$ cat config.mk
export PLATFORM = sky130hd
export DESIGN_NAME = hid_inject_mux
export DESIGN_NICKNAME = d
export VERILOG_FILES = /design/src/rtl/hid_inject_mux.sv
export SDC_FILE = /design/constraint.sdc
export NUM_CORES = 1
export LEC_CHECK = 0
export CAP_MARGIN = 20
export CORE_AREA = 2 2 117 165
export DETAILED_ROUTE_END_ITERATION = 10
export DIE_AREA = 0 0 119 167
export GPL_ROUTABILITY_DRIVEN = 0
export SLEW_MARGIN = 20
export SYNTH_ARGS = -nofsm -noshare
export SYNTH_HDL_FRONTEND = slang
export SYNTH_SLANG_ARGS = --single-unit
$ cat constraint.sdc
create_clock -name clk -period 3.8 [get_ports clk]
set_clock_uncertainty 0.15 [all_clocks]
set_input_delay 0.38 -clock clk [delete_from_list [all_inputs] [get_ports clk]]
set_output_delay 0.38 -clock clk [all_outputs]
set_load 0.005 [all_outputs]
$ cat src/rtl/hid_inject_mux.sv
// hid_inject_mux: merges injected kbd/mouse HID reports with the proxied
// report stream, arbitrating only at packet boundaries.
module hid_inject_mux #(
    parameter int INJ_BURST_MAX = 4,
    parameter int CNT_W         = 16
) (
    input  logic             clk,
    input  logic             rst,
    input  logic [63:0]      inject_kbd_report,
    input  logic             inject_kbd_valid,
    output logic             inject_kbd_ack,
    input  logic [39:0]      inject_mouse_report,
    input  logic             inject_mouse_valid,
    output logic             inject_mouse_ack,
    input  logic             mode_proxy,
    input  logic [7:0]       pt_data,
    input  logic             pt_valid,
    input  logic             pt_last,
    output logic             pt_ready,
    output logic [7:0]       out_data,
    output logic             out_valid,
    output logic             out_last,
    output logic [1:0]       out_src,
    input  logic             out_ready,
    output logic [CNT_W-1:0] stat_inject_cnt,
    output logic [CNT_W-1:0] stat_drop_cnt
);

    localparam int BW = $clog2(INJ_BURST_MAX + 1);

    typedef enum logic [2:0] {
        IDLE,
        SEND_KBD,
        SEND_MOUSE,
        PASS,
        DROP
    } state_t;

    state_t          state;
    logic [63:0]     shift;
    logic [2:0]      byte_idx;
    logic [BW-1:0]   burst_cnt;
    logic            pkt_end;
    logic            force_pt;

    // Last-byte detect for injected packets and the forced passthrough slot
    always_comb begin
        pkt_end  = ((state == SEND_KBD) && (byte_idx == 3'd7)) ||
                   ((state == SEND_MOUSE) && (byte_idx == 3'd4));
        force_pt = (burst_cnt == BW'(INJ_BURST_MAX)) && pt_valid;
    end

    // Stream outputs decoded from the current state; PASS is a straight wire-through
    always_comb begin
        out_data  = 8'd0;
        out_valid = 1'b0;
        out_last  = 1'b0;
        out_src   = 2'd0;
        pt_ready  = 1'b0;
        unique case (state)
            SEND_KBD: begin
                out_valid = 1'b1;
                out_data  = shift[7:0];
                out_last  = pkt_end;
                out_src   = 2'd1;
            end
            SEND_MOUSE: begin
                out_valid = 1'b1;
                out_data  = shift[7:0];
                out_last  = pkt_end;
                out_src   = 2'd2;
            end
            PASS: begin
                out_valid = pt_valid;
                out_data  = pt_data;
                out_last  = pt_last;
                pt_ready  = out_ready;
            end
            DROP: begin
                pt_ready = 1'b1;
            end
            default: ;
        endcase
    end

    // Arbitration FSM, serialiser, burst limiter and saturating statistics
    always_ff @(posedge clk) begin
        if (rst) begin
            state            <= IDLE;
            shift            <= 64'd0;
            byte_idx         <= 3'd0;
            burst_cnt        <= '0;
            inject_kbd_ack   <= 1'b0;
            inject_mouse_ack <= 1'b0;
            stat_inject_cnt  <= '0;
            stat_drop_cnt    <= '0;
        end else begin
            inject_kbd_ack   <= 1'b0;
            inject_mouse_ack <= 1'b0;
            unique case (state)
                IDLE: begin
                    if (force_pt) begin
                        state <= mode_proxy ? PASS : DROP;
                    end else if (inject_kbd_valid) begin
                        shift          <= inject_kbd_report;
                        byte_idx       <= 3'd0;
                        inject_kbd_ack <= 1'b1;
                        state          <= SEND_KBD;
                    end else if (inject_mouse_valid) begin
                        shift            <= {24'd0, inject_mouse_report};
                        byte_idx         <= 3'd0;
                        inject_mouse_ack <= 1'b1;
                        state            <= SEND_MOUSE;
                    end else if (pt_valid) begin
                        state <= mode_proxy ? PASS : DROP;
                    end
                end
                SEND_KBD, SEND_MOUSE: begin
                    if (out_ready) begin
                        shift    <= shift >> 8;
                        byte_idx <= byte_idx + 3'd1;
                        if (pkt_end) begin
                            state <= IDLE;
                            if (burst_cnt != BW'(INJ_BURST_MAX))
                                burst_cnt <= burst_cnt + BW'(1);
                            if (stat_inject_cnt != '1)
                                stat_inject_cnt <= stat_inject_cnt + CNT_W'(1);
                        end
                    end
                end
                PASS: begin
                    if (pt_valid && out_ready && pt_last) begin
                        state     <= IDLE;
                        burst_cnt <= '0;
                    end
                end
                DROP: begin
                    if (pt_valid && pt_last) begin
                        state <= IDLE;
                        if (stat_drop_cnt != '1)
                            stat_drop_cnt <= stat_drop_cnt + CNT_W'(1);
                    end
                end
                default: state <= IDLE;
            endcase
        end
    end

endmodule
; Word level (Yosys, flattened, before mapping)
; Cells that the tools add are included.
[totals]
reg_bits = 107
input_bits = 120
out_inout_bits = 47
elab_cells = 80
[op_classes]
n_addsub = 4
n_eq_ne = 18
n_mux = 31
bitwise = 1
reduce_logical = 18
[ops]
columns = operator, n
row1 = two-way mux 64 bit, 4
row2 = one-hot mux 64 bit (2 select lines), 1
row3 = two-way mux 3 bit, 16
row4 = adder 16 x 1 -> 16 bit (second input constant), 2
row5 = != test 16 bit (second input constant), 2
row6 = one-hot mux 8 bit (2 select lines), 1
row7 = equality test 3 bit (second input constant), 4
row8 = one-hot mux 3 bit (2 select lines), 2
row9 = one-hot mux 3 bit (4 select lines), 1
row10 = AND reduction 5 bit, 2
row11 = AND reduction 4 bit, 2
row12 = adder 3 x 1 -> 3 bit (second input constant), 2
row13 = equality test 3 x 2 -> 1 bit (second input constant), 2
row14 = logical AND 1 bit, 6
row15 = != test 2 x 1 -> 1 bit (second input constant), 3
row16 = != test 2 bit (second input constant), 3
row17 = != test 3 bit (second input constant), 2
row18 = one-hot mux 1 bit (2 select lines), 3
row19 = != test 5 bit (second input constant), 1
row20 = one-hot mux 2 bit (2 select lines), 1
row21 = nonzero test 2 bit, 2
row22 = OR reduction 4 bit, 1
row23 = equality test 3 x 1 -> 1 bit (second input constant), 1
row24 = zero test 3 bit, 1
row25 = other kinds (6), 7

; Logic depth before layout (Yosys ltp)
; Gate-level depths: netlist (run 1).
[logic_depth]
depth_word = 6
depth_mapped = 9
mapped_depth_nobuf = 7

; Worst setup path after synthesis (run 1)
; OpenSTA, ideal clock, no wires.
[synth_timing]
path_kind = reg2reg
startpoint = reg byte_idx[0]
endpoint = reg stat_inject_cnt[11]
setup_time_ns = 0.070
arrival_ns = 2.008
required_time_ns = 3.580
setup_slack_ns = 1.571
stages_incl_launch_ff = 9
path_buffers = 1
period_less_slack_ns = 2.229
cell_sequence = dfxtp_1 ha_1 ha_1 nand3b_1 a211oi_2 o211ai_1 clkbuf_1 or4_1 a21oi_1
[synth_between]
elab_chain_len = 4
word_cells_on_any_way = 6
cone_classes = 2 x eq/ne / 4 x reduce/logical
[synth_rtl]
columns = item, line
row1 = "start, declared", 41  ; logic [2:0] byte_idx;
row2 = "start signal, assigned", 121  ; byte_idx <= byte_idx + 3'd1;
row3 = "equality test 3 bit, on equally long branches", "48, 49"
row4 = "logical AND 1 bit, on equally long branches", "48, 49"
row5 = logical OR 1 bit (*), 48  ; pkt_end = ((state == SEND_KBD) && (byte_idx == 3'd7)) ||
row6 = AND reduction 4 bit (no source line) (*), --
row7 = "end signal, assigned", 127  ; stat_inject_cnt <= stat_inject_cnt + CNT_W'(1);
row8 = "end, declared", 25  ; output logic [CNT_W-1:0] stat_inject_cnt,
; Every way passes the cells marked *; elsewhere a longest branch is shown, timed or not.
; A chain may end at the register's enable or synchronous reset.

; Worst setup path after layout (run 1)
[layout_timing]
startpoint = reg state[0]
endpoint = out out_valid
[layout_between]
elab_chain_len = 3
word_cells_on_any_way = 5
cone_classes = 3 x eq/ne / 1 x mux / 1 x reduce/logical
[layout_rtl]
columns = item, line
row1 = "start, declared", 39  ; state_t state;
row2 = "start signal, assigned", 103  ; state <= mode_proxy ? PASS : DROP;
row3 = "start signal, assigned", 115  ; state <= mode_proxy ? PASS : DROP;
row4 = equality test 3 x 1 -> 1 bit or equality test 3 x 2 -> 1 bit (tied branches), 60  ; unique case (state)
row5 = OR reduction 2 bit (no source line), --
row6 = one-hot mux 1 bit (2 select lines) (*), 60
row7 = "end, declared", 21  ; output logic out_valid,
; Marked as above.

==> summary.txt, run 1 <==
status - completed
vias in the first global route - 4902
Reg2Reg Setup Slack - 1.06 ns
Setup Buffers After CTS - 0
met2 GRT Util - 0.274
Area contributors post-synth - dfxtp_1, nand2_1, mux2i_1
Final Hold Viols - 0
Synth area leader - dfxtp_1
die width - 119 um
Total Power - 4.37 mW
Hold Path End - shift[17]
H-tree levels - 3
Hold Crit Depth - 2
core area - 18400 um2
ys flop type - dfxtp_1
reg2reg path depth - 5
router iterations before antenna repair - 4
Slew Viols, Final - 0
Yosys warnings - 0
GRT busiest layer - met2
clk slew on worst S/H paths - 0.07 ns
sequential share of the synthesized area - 0.393
Max VDD drop - 0.224 mV
Max Fclk - 0.325 GHz
Clock Sink Count - 107
delay of the slowest critical-path stage - 0.68 ns
Boundary Pins - 167
Post-synth EDFFs - 0
CTS buffer count - 9
total grt overflow - 0
CP Launch Type - flop
Leak Pwr - 2.70 nW
Synth cell types - 50
CP Cell Sequence - xnor2_1, or2_4, nand2_1, clkdlybuf4s50_1
worst slack at placement - 0.894 ns
Tmin final - 3.07 ns
critical path class - reg -> out
final net count - 937
R2R Path End - state[0]
Synth top area share - 0.393
pwr dens - 578 nW/um2
total negative slack - 0 ns
# port buffers - 166
Area Growth Syn to Fin - 38.7%
FFs w/ async S/R, synth - 0
Max Cap Viol - 0
slowest cell on the critical path - xnor2_1
Final Util - 0.411
Slew HR - 0.485
detailed placement HPWL - 11300 um
Initial Utilization - 0.296
clk buf depth - 2
Post-Syn Instances - 679
Critical Path End Type - output pin
Die H - 167 um
Final WS setup - 0.727 ns
hold wc startpoint - shift[17]
Post-DRT Antenna Nets - 0
RSZ-0062 raised after global routing - false
data required time at the worst endpoint - 3.27 ns
largest net degree at the start of global routing - 64
initial antenna violation count - 0
Worst Path Max Fanout - 41
# DRC - 0
post-CTS sizing - 0
routed len/inst - 14.9 um
#FFs+latches synth - 107
FP Rows - 59
Worst-Margin Slew - 0.767 ns
Hold Buf Count CTS - 0
met3 usage - 0.0363
CP arrival - 2.54 ns
starting DRC count in detailed routing - 184
Avg Vias per Cell - 4.89
reg-to-reg startpoint - state[0]
cell family with most CP delay - XOR/XNOR gates
Total GRT Usage - 0.155
met1 usage - 0.181
root buffer cell - clkbuf_16
syn_nets - 806
Hold WC Path Type - reg -> reg
Mapped Avg Cell Area - 8.03 um2
die area - 19900 um2
later-pin clock latency in the skew report - 0.34 ns
wire length of the first global-routing pass - 24800 um
Cell Area, Synth - 5450 um2
Vias - 5164
final wirelength - 15700 um
layout cells sized above 1 - 0.0480
Final Setup Violations - 0
Final period util - 0.809
TritonCTS clock tree - built
CP Buf/Inv Count - 1
-- synthesized netlist by cell type (3+ instances only) --
master	count
a311oi_1	16
or3_1	4
or4_1	5
nor3b_1	4
nand2b_1	3
nor3_1	13
nor4_1	7
a21oi_1	59
xor2_1	6
a22oi_1	3
o31ai_1	3
dfxtp_1	107
mux2i_1	44
nand3_1	27
o21a_1	6
xnor2_1	16
nand2_1	127
buf_1	4
or2_2	5
buf_2	4
nand4_1	17
clkbuf_1	48
o21ai_0	8
a22o_1	8
inv_1	8
o211ai_1	45
ha_1	7
nor2_1	51
-- cell families after synthesis --
logic type                 share of synthesized area
and+or+nand+nor                                0.233
AOI/OAI and AO/OA                              0.192
DFF                                            0.393
buffers and inverters                         0.0471
muxes                                         0.0829
xor gates and xnor gates                      0.0354
adders and majority gates                     0.0161
-- power breakdown --
part	total (mW)	switching, mW	internal, mW
Sequential	1.62	0.187	1.43
Clock	0.853	0.400	0.453
Combinational	1.90	1.11	0.788
-- placed cells by master, fill, tap and decap left out, drive strengths merged, types with 2 or more instances in the layout --
cell type      netlist  final
or3                  4      4
a22oi                3      3
nand3               27     27
or2                  6      6
xor2                 6      6
or4                  5      5
nor2                51     51
or3b                 3      3
a21oi               59     59
mux2i               44     44
o21ai                9      9
nand2b               3      3
o21a                 6      6
a311oi              16     16
nor4                 7      7
nand4               17     17
clkdlybuf4s50        0    164
and3                 2      2
a211oi               2      2
clkbuf              48     11
o31ai                3      3
dfxtp              107    107
nor3                13     13
nand2              127    127
o211ai              45     45
inv                  8      9
xnor2               16     16
buf                  9     13
a22o                 8      8
ha                   7      7
nor3b                4      4
-- layer usage --
| metal | up-vias | wire length (um) |
|---|---|---|
| li1 | 2680 | - |
| met3 | 15 | 869 |
| met5 | - | 0 |
| met1 | 2339 | 6770 |
| met2 | 130 | 7790 |
| met4 | 0 | 304 |
-- registers in the layout, summed over array words and instances, names as in the netlist --
signal            cells
shift                64
state                 3
stat_drop_cnt        16
burst_cnt             3
stat_inject_cnt      16
inject_kbd_ack        1
byte_idx              3
inject_mouse_ack      1
-- metrics by stage --
stage                     hold WS (ns)  instances  instance area [um2]
after floorplan                  0.282        679                 5450
after global placement           0.289       1043                 7300
after detailed placement         0.294       1043                 7300
after CTS                        0.304       1056                 7560
after global routing             0.325       1056                 7560
final                            0.304       1057                 7560
-- layout make-up --
cell class	instances	area (um2)
clock buffers	11	243
diodes	1	2.50
well taps	244	305
multi-input cells	507	3070
fillers	1915	10800
repair buffers	177	1750
flip-flops and latches	107	2140
clock inverters	2	13.8
inverters	8	30.0
-- worst register-to-register path, stage by stage (launching register included) --
cell and delay (ns):
dfxtp_1 0.41, xnor2_1 0.68, or2_4 0.53, o21ai_0 0.22, or2_2 0.36, mux2_2 0.27
-- worst max path at each step --
stage / startpoint / to / slack, ns / depth (start not counted)
after floorplan: byte_idx[0] / stat_inject_cnt[11] / 1.57 / 8
after global placement: out_ready / stat_inject_cnt[13] / 0.93 / 6
after detailed placement: out_ready / stat_inject_cnt[11] / 0.89 / 6
after CTS: state[0] / out_valid / 0.69 / 4
after global routing: state[0] / out_valid / 0.53 / 4
final: state[0] / out_valid / 0.73 / 4
No activity file was read; power rests on OpenSTA's default activity.
==> inputs of run 2 (changes only) <==
==> constraint.sdc (replaced) <==
create_clock -name clk -period 3.2 [get_ports clk]
set_clock_uncertainty 0.15 [all_clocks]
set_input_delay 0.32 -clock clk [delete_from_list [all_inputs] [get_ports clk]]
set_output_delay 0.32 -clock clk [all_outputs]
set_load 0.005 [all_outputs]
==> summary.txt, run 2 (synthesis results as in run 1) <==
status - completed
root buffer cell - clkbuf_16
die area - 19900 um2
# port buffers - 166
routed len/inst - 14.9 um
Tmin final - 2.99 ns
TritonCTS clock tree - built
pwr dens - 704 nW/um2
Max Fclk - 0.334 GHz
clk buf depth - 2
CP Cell Sequence - xnor2_1, nor2_2, a22o_1, clkdlybuf4s50_1
Post-DRT Antenna Nets - 0
total negative slack - 0 ns
Final period util - 0.936
core area - 18400 um2
Reg with most FFs - shift
initial antenna violation count - 0
Leak Pwr - 2.74 nW
die width - 119 um
Critical Path End Type - output pin
total grt overflow - 0
Die H - 167 um
Avg Vias per Cell - 4.90
Boundary Pins - 167
largest net degree at the start of global routing - 105
data required time at the worst endpoint - 2.73 ns
vias in the first global route - 5051
final net count - 936
Final Setup Violations - 0
clk slew on worst S/H paths - 0.07 ns
detailed placement HPWL - 11300 um
worst slack at placement - 0.314 ns
met2 GRT Util - 0.278
Total GRT Usage - 0.157
Worst Path Max Fanout - 12
H-tree levels - 3
FP Rows - 59
leading registers by flop count - shift (64), stat_drop_cnt (16), stat_inject_cnt (16)
CP Launch Type - flop
Area Growth Syn to Fin - 40.0%
post-CTS sizing - 0
GRT busiest layer - met2
met1 usage - 0.193
cell family with most CP delay - XOR/XNOR gates
router iterations before antenna repair - 4
commonest non-fill, non-tap cell in the layout - clkdlybuf4s50_1
layout cells sized above 1 - 0.0516
CP Launch Point - state[0]
RSZ-0062 raised after global routing - false
reg-to-reg startpoint - state[0]
wire length of the first global-routing pass - 25700 um
# DRC - 0
commonest cells after routing, fill and taps aside - clkdlybuf4s50_1, nand2_1, dfxtp_1
final hold slack - 0.225 ns
Slew Viols, Final - 0
final wirelength - 15800 um
delay of the slowest critical-path stage - 0.71 ns
max FFs per register - 64
CTS buffer count - 9
Reg2Reg Setup Slack - 0.56 ns
Hold WC Path Type - in -> reg
critical path class - reg -> out
Setup Buffers After CTS - 0
hold wc startpoint - rst
Initial Utilization - 0.296
slowest cell on the critical path - xnor2_1
Max VDD drop - 0.529 mV
Hold Buf Count CTS - 0
Fillers - 1875
Vias - 5182
Max Cap Viol - 0
Slew HR - 0.460
Ant. Diodes - 0
Final WS setup - 0.206 ns
FF+latch area - 2140 um2
later-pin clock latency in the skew report - 0.34 ns
CP Buf/Inv Count - 1
Final Hold Viols - 0
met3 usage - 0.0332
Worst-Margin Slew - 0.804 ns
CP arrival - 2.52 ns
multi-input combinational cell area - 3070 um2
starting DRC count in detailed routing - 193
Clock Sink Count - 107
run 2: cell types whose count changed in the layout (fill, tap and decap cells not counted):
cell,previous run,this run
clkinv_8,0,1
clkbuf_8,1,0
buf_12,1,3
clkinv_4,0,1
inv_6,1,3
clkbuf_1,1,0
bufinv_16,0,1
diode_2,1,0
buf_4,12,9
run 2: area by class of cell:
type	instances	area share
multi-input cells	507	0.402
well taps	244	0.0400
flip-flops and latches	107	0.281
clock buffers	9	0.0295
repair buffers	176	0.232
inverters	8	0.00394
clock inverters	7	0.0113
run 2: worst register-to-register path, delay by kind of cell, from the launching register on:
family,cells,cell delay (ns)
simple gates,1,0.51
xor+xnor,1,0.33
flops,1,0.55
compound gates,3,1.03
run 2: routing by layer:
layer | share of wire | up-vias
met2 | 0.51 | 126
met4 | 0.010 | 0
met5 | 0 | -
met3 | 0.054 | 11
met1 | 0.43 | 2358
li1 | - | 2687
run 2: power by group:
part	leakage [nW]	switching [mW]	total, mW	internal (mW)
registers	0.875	0.216	1.91	1.70
clock network	0.154	0.539	1.16	0.623
logic	1.71	1.34	2.30	0.951
total	2.74	2.10	5.37	3.27
run 2: final timing paths:
check | to | cells past startpoint
max | out_data[7] | 4
min | stat_drop_cnt[14] | 2
max reg2reg | stat_inject_cnt[11] | 5
min reg2reg | shift[24] | 2
run 2: metrics by stage:
stage                      util  power (mW)  cell area [um2]  std cells
final                     0.415        5.37             7630       1058
after global routing      0.415        5.81             7630       1058
after CTS                 0.415        5.45             7630       1058
after detailed placement  0.398        4.27             7320       1042
after global placement    0.398        4.25             7320       1042
after floorplan               -        3.46             5450        679
==> inputs of run 3 (changes only) <==
--- a/config.mk
+++ b/config.mk
@@ -10,6 +10,7 @@
 export DETAILED_ROUTE_END_ITERATION = 10
 export DIE_AREA = 0 0 119 167
 export GPL_ROUTABILITY_DRIVEN = 0
+export HOLD_SLACK_MARGIN = 0.03
 export SLEW_MARGIN = 20
 export SYNTH_ARGS = -nofsm -noshare
 export SYNTH_HDL_FRONTEND = slang
==> results of run 3 <==
Same layout as run 2: the final DEF is identical, and so are final timing and power.
